**config.mk**
```make
export PLATFORM = sky130hd
export DESIGN_NAME = ex_div_unit_flat
export DESIGN_NICKNAME = d
export VERILOG_FILES = /design/src/rtl/ex_div_unit_if.sv /design/src/rtl/ex_div_unit.sv /design/src/flat_wrapper.sv
export SDC_FILE = /design/constraint.sdc
export NUM_CORES = 1
export LEC_CHECK = 0
export ABC_AREA = 1
export CORE_UTILIZATION = 58
export DETAILED_ROUTE_END_ITERATION = 10
export PLACE_DENSITY = 0.82
export SYNTH_ARGS = -nofsm -noshare
export SYNTH_HDL_FRONTEND = slang
export SYNTH_SLANG_ARGS = --single-unit
```
**constraint.sdc**
```tcl
create_clock -name clk -period 4.5 [get_ports clk]
set_input_delay 1.125 -clock clk [delete_from_list [all_inputs] [get_ports clk]]
set_output_delay 1.125 -clock clk [all_outputs]
set_load 0.005 [all_outputs]
```
**src/rtl/ex_div_unit_if.sv**
```systemverilog
// ex_div_unit_if: handshake and data bundle between the EX stage and the
// iterative divider. The master side is the pipeline, the slave side is
// the divider itself.
interface ex_div_unit_if #(
   parameter int DIV_W = 32
);
   logic               start;
   logic               is_signed;
   logic [DIV_W-1:0]   dividend;
   logic [DIV_W-1:0]   divisor;
   logic               cancel;
   logic               pipe_stall;
   logic               stall;
   logic               done;
   logic [2*DIV_W-1:0] hilo_out;

   modport master (
      output start, is_signed, dividend, divisor, cancel, pipe_stall,
      input  stall, done, hilo_out
   );

   modport slave (
      input  start, is_signed, dividend, divisor, cancel, pipe_stall,
      output stall, done, hilo_out
   );
endinterface

```
**src/rtl/ex_div_unit.sv**
```systemverilog
// ex_div_unit: iterative restoring divider for MIPS DIV/DIVU in EX.
// One quotient bit per cycle on unsigned magnitudes, sign correction when
// the result is latched into hilo_out = {HI = remainder, LO = quotient}.
// Optional macro DIV_ZERO_FAST_EN: a zero divisor skips the iteration and
// presents the divide-by-zero result one cycle after start.
module ex_div_unit #(
   parameter int DIV_W = 32,
   parameter int CNT_W = 5
) (
   input logic          clk,
   input logic          rst_n,
   ex_div_unit_if.slave bus
);

   typedef enum logic [1:0] {
      IDLE,
      BUSY,
      DONE
   } state_t;

   state_t             state;
   logic [CNT_W-1:0]   count;
   logic [2*DIV_W-1:0] rem_q;
   logic [DIV_W-1:0]   div_mag;
   logic               neg_quot;
   logic               neg_rem;
   logic [2*DIV_W-1:0] hilo_q;
   logic               done_q;

   logic               start_neg_a;
   logic               start_neg_b;
   logic [DIV_W-1:0]   start_mag_a;
   logic [DIV_W-1:0]   start_mag_b;

   logic [DIV_W-1:0]   upper_shift;
   logic [DIV_W-1:0]   trial;
   logic               trial_ok;
   logic [2*DIV_W-1:0] rem_next;
   logic               accept;

   // Applies the MIPS sign rules to a raw {remainder, quotient} magnitude pair
   function automatic logic [2*DIV_W-1:0] fix_sign(
      input logic [2*DIV_W-1:0] raw,
      input logic               nq,
      input logic               nr
   );
      logic [DIV_W-1:0] hi;
      logic [DIV_W-1:0] lo;
      hi = raw[2*DIV_W-1:DIV_W];
      lo = raw[DIV_W-1:0];
      if (nr) hi = ~hi + DIV_W'(1);
      if (nq) lo = ~lo + DIV_W'(1);
      return {hi, lo};
   endfunction

   // Operand signs and magnitudes as seen at the start cycle
   always_comb begin
      start_neg_a = bus.is_signed & bus.dividend[DIV_W-1];
      start_neg_b = bus.is_signed & bus.divisor[DIV_W-1];
      start_mag_a = start_neg_a ? (~bus.dividend + DIV_W'(1)) : bus.dividend;
      start_mag_b = start_neg_b ? (~bus.divisor + DIV_W'(1)) : bus.divisor;
      accept      = (state == IDLE) & bus.start & ~bus.cancel;
   end

   // One restoring step: the shifted upper half is 33 bits wide, its top bit
   // lives in rem_q[63], so a set top bit always means the subtraction fits
   always_comb begin
      upper_shift = rem_q[2*DIV_W-2:DIV_W-1];
      trial       = upper_shift - div_mag;
      trial_ok    = rem_q[2*DIV_W-1] | (upper_shift >= div_mag);
      rem_next    = trial_ok ? {trial, rem_q[DIV_W-2:0], 1'b1}
                             : {rem_q[2*DIV_W-2:0], 1'b0};
   end

   // Stall is combinational so it is already high in the start cycle, and
   // it is held low whenever reset is asserted
   always_comb begin
      bus.stall = rst_n & (accept | (state == BUSY));
   end

   assign bus.done     = done_q;
   assign bus.hilo_out = hilo_q;

   // Control FSM plus datapath registers; results are latched on entry to DONE
   always_ff @(posedge clk) begin
      if (!rst_n) begin
         state    <= IDLE;
         count    <= '0;
         rem_q    <= '0;
         div_mag  <= '0;
         neg_quot <= 1'b0;
         neg_rem  <= 1'b0;
         hilo_q   <= '0;
         done_q   <= 1'b0;
      end else begin
         case (state)
            IDLE: begin
               done_q <= 1'b0;
               if (accept) begin
                  rem_q    <= {{DIV_W{1'b0}}, start_mag_a};
                  div_mag  <= start_mag_b;
                  neg_quot <= start_neg_a ^ start_neg_b;
                  neg_rem  <= start_neg_a;
                  count    <= '0;
`ifdef DIV_ZERO_FAST_EN
                  if (bus.divisor == '0) begin
                     state  <= DONE;
                     done_q <= 1'b1;
                     hilo_q <= fix_sign({start_mag_a, {DIV_W{1'b1}}},
                                        start_neg_a ^ start_neg_b, start_neg_a);
                  end else begin
                     state <= BUSY;
                  end
`else
                  state <= BUSY;
`endif
               end
            end

            BUSY: begin
               if (bus.cancel) begin
                  state <= IDLE;
                  count <= '0;
               end else begin
                  rem_q <= rem_next;
                  count <= count + 1'b1;
                  if (count == CNT_W'(DIV_W - 1)) begin
                     state  <= DONE;
                     done_q <= 1'b1;
                     hilo_q <= fix_sign(rem_next, neg_quot, neg_rem);
                  end
               end
            end

            DONE: begin
               if (bus.cancel || !bus.pipe_stall) begin
                  state  <= IDLE;
                  done_q <= 1'b0;
               end
            end

            default: begin
               state  <= IDLE;
               done_q <= 1'b0;
            end
         endcase
      end
   end

endmodule
```
**src/flat_wrapper.sv**
```systemverilog
// flat-port wrapper written by rule: the top's interface ports become plain ports
module ex_div_unit_flat 
#(
   parameter int DIV_W = 32,
   parameter int CNT_W = 5
)
  (clk, rst_n, bus_start, bus_is_signed, bus_dividend, bus_divisor, bus_cancel, bus_pipe_stall, bus_stall, bus_done, bus_hilo_out);
  ex_div_unit_if #(.DIV_W(DIV_W)) bus_i ();
  input logic clk;
  input logic rst_n;
  input wire logic [$bits(bus_i.start)-1:0] bus_start;
  input wire logic [$bits(bus_i.is_signed)-1:0] bus_is_signed;
  input wire logic [$bits(bus_i.dividend)-1:0] bus_dividend;
  input wire logic [$bits(bus_i.divisor)-1:0] bus_divisor;
  input wire logic [$bits(bus_i.cancel)-1:0] bus_cancel;
  input wire logic [$bits(bus_i.pipe_stall)-1:0] bus_pipe_stall;
  output wire logic [$bits(bus_i.stall)-1:0] bus_stall;
  output wire logic [$bits(bus_i.done)-1:0] bus_done;
  output wire logic [$bits(bus_i.hilo_out)-1:0] bus_hilo_out;
  assign bus_i.start = bus_start;
  assign bus_i.is_signed = bus_is_signed;
  assign bus_i.dividend = bus_dividend;
  assign bus_i.divisor = bus_divisor;
  assign bus_i.cancel = bus_cancel;
  assign bus_i.pipe_stall = bus_pipe_stall;
  assign bus_stall = bus_i.stall;
  assign bus_done = bus_i.done;
  assign bus_hilo_out = bus_i.hilo_out;
  ex_div_unit #(.DIV_W(DIV_W), .CNT_W(CNT_W)) u_core (.clk(clk), .rst_n(rst_n), .bus(bus_i));
endmodule
```
==> metrics.cfg <==
[cells_and_area]
layout.nets = 2309
fin_cells = 2488
area_growth_syn_to_layout_pct = 16.9
insertedDiodeCount = 0
drive_gt1_share_pct = 5.78
fillers = 1886

[sta]
tightest_slew_ps = 914
post-route-min-period_ps = 4100
setup_violations = 0
period_share_pct = 91.1
fin_tns_setup_ps = 0
final_max_slew_viol_count = 0
maxSlewHeadroom_pct = 39.0
skew_ps = 15.1
rsz0062_at_grt = no
fmax_mhz = 244
final-hold-violation-count = 0

[cts]
cts_hold_buf = 0
clock-sinks = 170
cts_root_buf = clkbuf_16
cts_resized = 0
clk_latency_ps = 430
clkSlewWorstSetupHoldPaths_ps = 70
cts-buffers-inserted = 17
cts_tree = done
clock_path_buffers = 2
ctsHtreeMaxLevel = 4
post-cts-setup-buffer-count = 0

[synthesis]
synth_flop_cell = dfxtp_1
syn_inst = 2100
synth_top_cell_area_share_pct = 27.0
synth-seq-area-share_pct = 27.0
syn-cell-area_um2 = 12600
ys_ff_latch = 170
yosysTopAreaCell = dfxtp_1
synth_area_leaders = dfxtp_1, nand2_1, inv_1, a21oi_1, nor2_1
synth_edf_count = 0
yosysWarnings = 0
synth-async-reset-ratio_pct = 0
syn_avg_cell_area_um2 = 6.01
synth_most_common_cell = nand2_1
synth_commonest_cells = nand2_1, inv_1, nor2_1
synth_nets = 2209
synth.distinct_cells = 52

[global_routing]
grt_pass1_vias = 12300
grt_max_degree = 118
overflow = 0
grt_pass1_wl_um = 63600
antenna_found_initial = 0
grt_usage_pct = 36.4

[floorplanning]
rows = 53
die_w_um = 149
start_util_pct = 59.6
die_area_um2 = 22300
core_region_area_um2 = 21200
fp.dieH_um = 149
ios = 136

[setup_path]
slowest_delay_ps = 420
critPathMaxFanout = 22
critPathTopFamily = simple AND/OR/NAND/NOR gates
r2r_end = u_core.bus.hilo_out[30]$_SDFFE_PN0P_
crit_end = u_core.bus.hilo_out[30]$_SDFFE_PN0P_
crit_required_ps = 4820
crit_path_end_kind = flop
critPathKind = flop to flop
worstRegToRegCells = 24
crit_buf_inv = 4
cp_common_cell = nand2_1
cp_data_arrival_time_ps = 4420
ff2ff_setup_slack_ps = 400
start_kind = flop
r2r_start = u_core.div_mag[18]$_SDFFE_PN0P_
cp_slowest_cell = ha_1
cp_cell_sequence = inv_1 -> ha_1 -> nand2_1 -> inv_2 -> nand2_1 -> nand2_1 -> a21oi_2 -> nor2_1 -> nor2_4 -> nand2_8 -> inv_2 -> ha_1 -> nand4_1 -> nor3_1 -> nand2_1 -> nor2_1 -> nand3_1 -> nand2_1 -> nand2_1 -> nor2_1 -> nand2_1 -> xor2_1 -> o21ai_0 -> inv_1
crit_start = u_core.div_mag[18]$_SDFFE_PN0P_
crit_cells = 24

[placed_design]
place_inst = 2456
io_buffer_count = 135
hpwl_um = 30300
globalplace.congestion = 1.04

[power_and_ir_drop]
powerDensity_nw_per_um2 = 298
power.leakage_uw = 0.00725
ir_worst_vdd_mv = 0.266

[routing]
antenna_left = 0
drc_errors = 0
first_pass_iters = 8
wire_per_inst_um = 16.0
avgViaCountPerCell = 5.58
routed-via-count = 13900
drtIter0Drc = 1388
drt-total-wl_um = 39800

[job]
timing.max_cap.violations = 0

[status]
status = finished, final reports clean

[hold_path]
hold_path_class = flop to flop

## cells by family (layout without fill, tap and decap cells)
group	count (synthesis)	count (layout)	synth area share, %
buf+inv	393	506	12.2
simple gates	1025	1025	34.1
flops	170	170	27.0
fa+ha+maj	39	39	3.93
compound gates	382	382	16.5
xor+xnor	91	91	6.32
## per-layer routing
layer | GRT usage, % | vias to the layer above | part of all wire (%)
met5 | 0 | - | 0
met4 | 10.3 | 0 | 2.6
met3 | 4.51 | 87 | 7.9
met2 | 60.3 | 605 | 46
met1 | 49.4 | 6334 | 43
li1 | - | 6856 | -
## how the worst min path moves through the flow
stage	startpoint	end	slack, ps	cells after the start
3_5_place_dp	u_core.count[3]$_SDFFE_PN0P_	u_core.count[3]$_SDFFE_PN0P_	460	2
2_1_floorplan	u_core.count[4]$_SDFFE_PN0P_	u_core.count[4]$_SDFFE_PN0P_	440	2
3_3_place_gp	u_core.count[3]$_SDFFE_PN0P_	u_core.count[3]$_SDFFE_PN0P_	450	2
5_1_grt	u_core.count[3]$_SDFFE_PN0P_	u_core.count[3]$_SDFFE_PN0P_	490	2
4_1_cts	u_core.count[3]$_SDFFE_PN0P_	u_core.count[3]$_SDFFE_PN0P_	470	2
6_report	u_core.count[3]$_SDFFE_PN0P_	u_core.count[3]$_SDFFE_PN0P_	470	2
## through the flow
stage | hold WS, ps | util [%] | worst slack, ps | total power, µW | instance area, µm²
after detailed placement | 457 | 66.9 | 399 | 2880 | 14200
after global routing | 488 | 69.7 | 99.4 | 4600 | 14700
after floorplan | 445 | - | 1190 | 2520 | 12600
after global placement | 454 | 66.9 | 529 | 2860 | 14200
final | 467 | 69.7 | 402 | 4390 | 14700
after CTS | 467 | 69.7 | 555 | 4360 | 14700
## worst reg2reg max path: stages, from the launching register on
cell,delay (ps)
dfxtp_1,340
inv_1,90
ha_1,420
nand2_1,210
inv_2,60
nand2_1,60
nand2_1,90
a21oi_2,200
nor2_1,100
nor2_4,180
nand2_8,150
inv_2,100
ha_1,220
nand4_1,200
nor3_1,270
nand2_1,140
nor2_1,160
nand3_1,140
nand2_1,120
nand2_1,100
nor2_1,180
nand2_1,90
xor2_1,140
o21ai_0,170
inv_1,50
## cells in the final DEF, fill, tap and decap left out, types with 6 or more instances in the layout
| cell type | instances |
|---|---|
| nor2_2 | 12 |
| o21ai_0 | 142 |
| inv_2 | 16 |
| nor2_1 | 226 |
| xor2_1 | 57 |
| and2_1 | 6 |
| buf_4 | 21 |
| o221ai_1 | 8 |
| dfxtp_1 | 170 |
| nand2_1 | 569 |
| o21ai_1 | 17 |
| inv_1 | 297 |
| ha_1 | 38 |
| o211ai_1 | 6 |
| a31oi_1 | 6 |
| nor3_1 | 29 |
| a21oi_1 | 172 |
| nor2_4 | 6 |
| clkbuf_16 | 17 |
| nand4_1 | 16 |
| nand3_1 | 119 |
| nand2_2 | 19 |
| xnor2_1 | 34 |
| nor4_1 | 7 |
| clkdlybuf4s50_1 | 134 |
## sequential cells by signal (all words and copies together), names as in the netlist
signal               cells
u_core.neg_quot          1
u_core.rem_q            64
u_core.bus.hilo_out     64
u_core.count             5
u_core.state             2
u_core.neg_rem           1
u_core.bus.done          1
u_core.div_mag          32
## area by class of cell
type	count	area [µm²]	share of cell area, %
multi-input combinational	1537	7700	52.2
sequential	170	3400	23.1
timing repair buffer	157	1520	10.3
inverter	317	1190	8.07
clock buffer	21	460	3.12
tap	275	344	2.33
clock inverter	11	129	0.874
## power breakdown
group / leakage, µW / total (µW) / internal, µW / switching (µW)
Clock: 0.000279 / 1500 / 814 / 685
Sequential: 0.00138 / 1610 / 1550 / 54.0
Combinational: 0.00559 / 1280 / 428 / 854
Note: power is estimated with default switching activity, not from simulation.
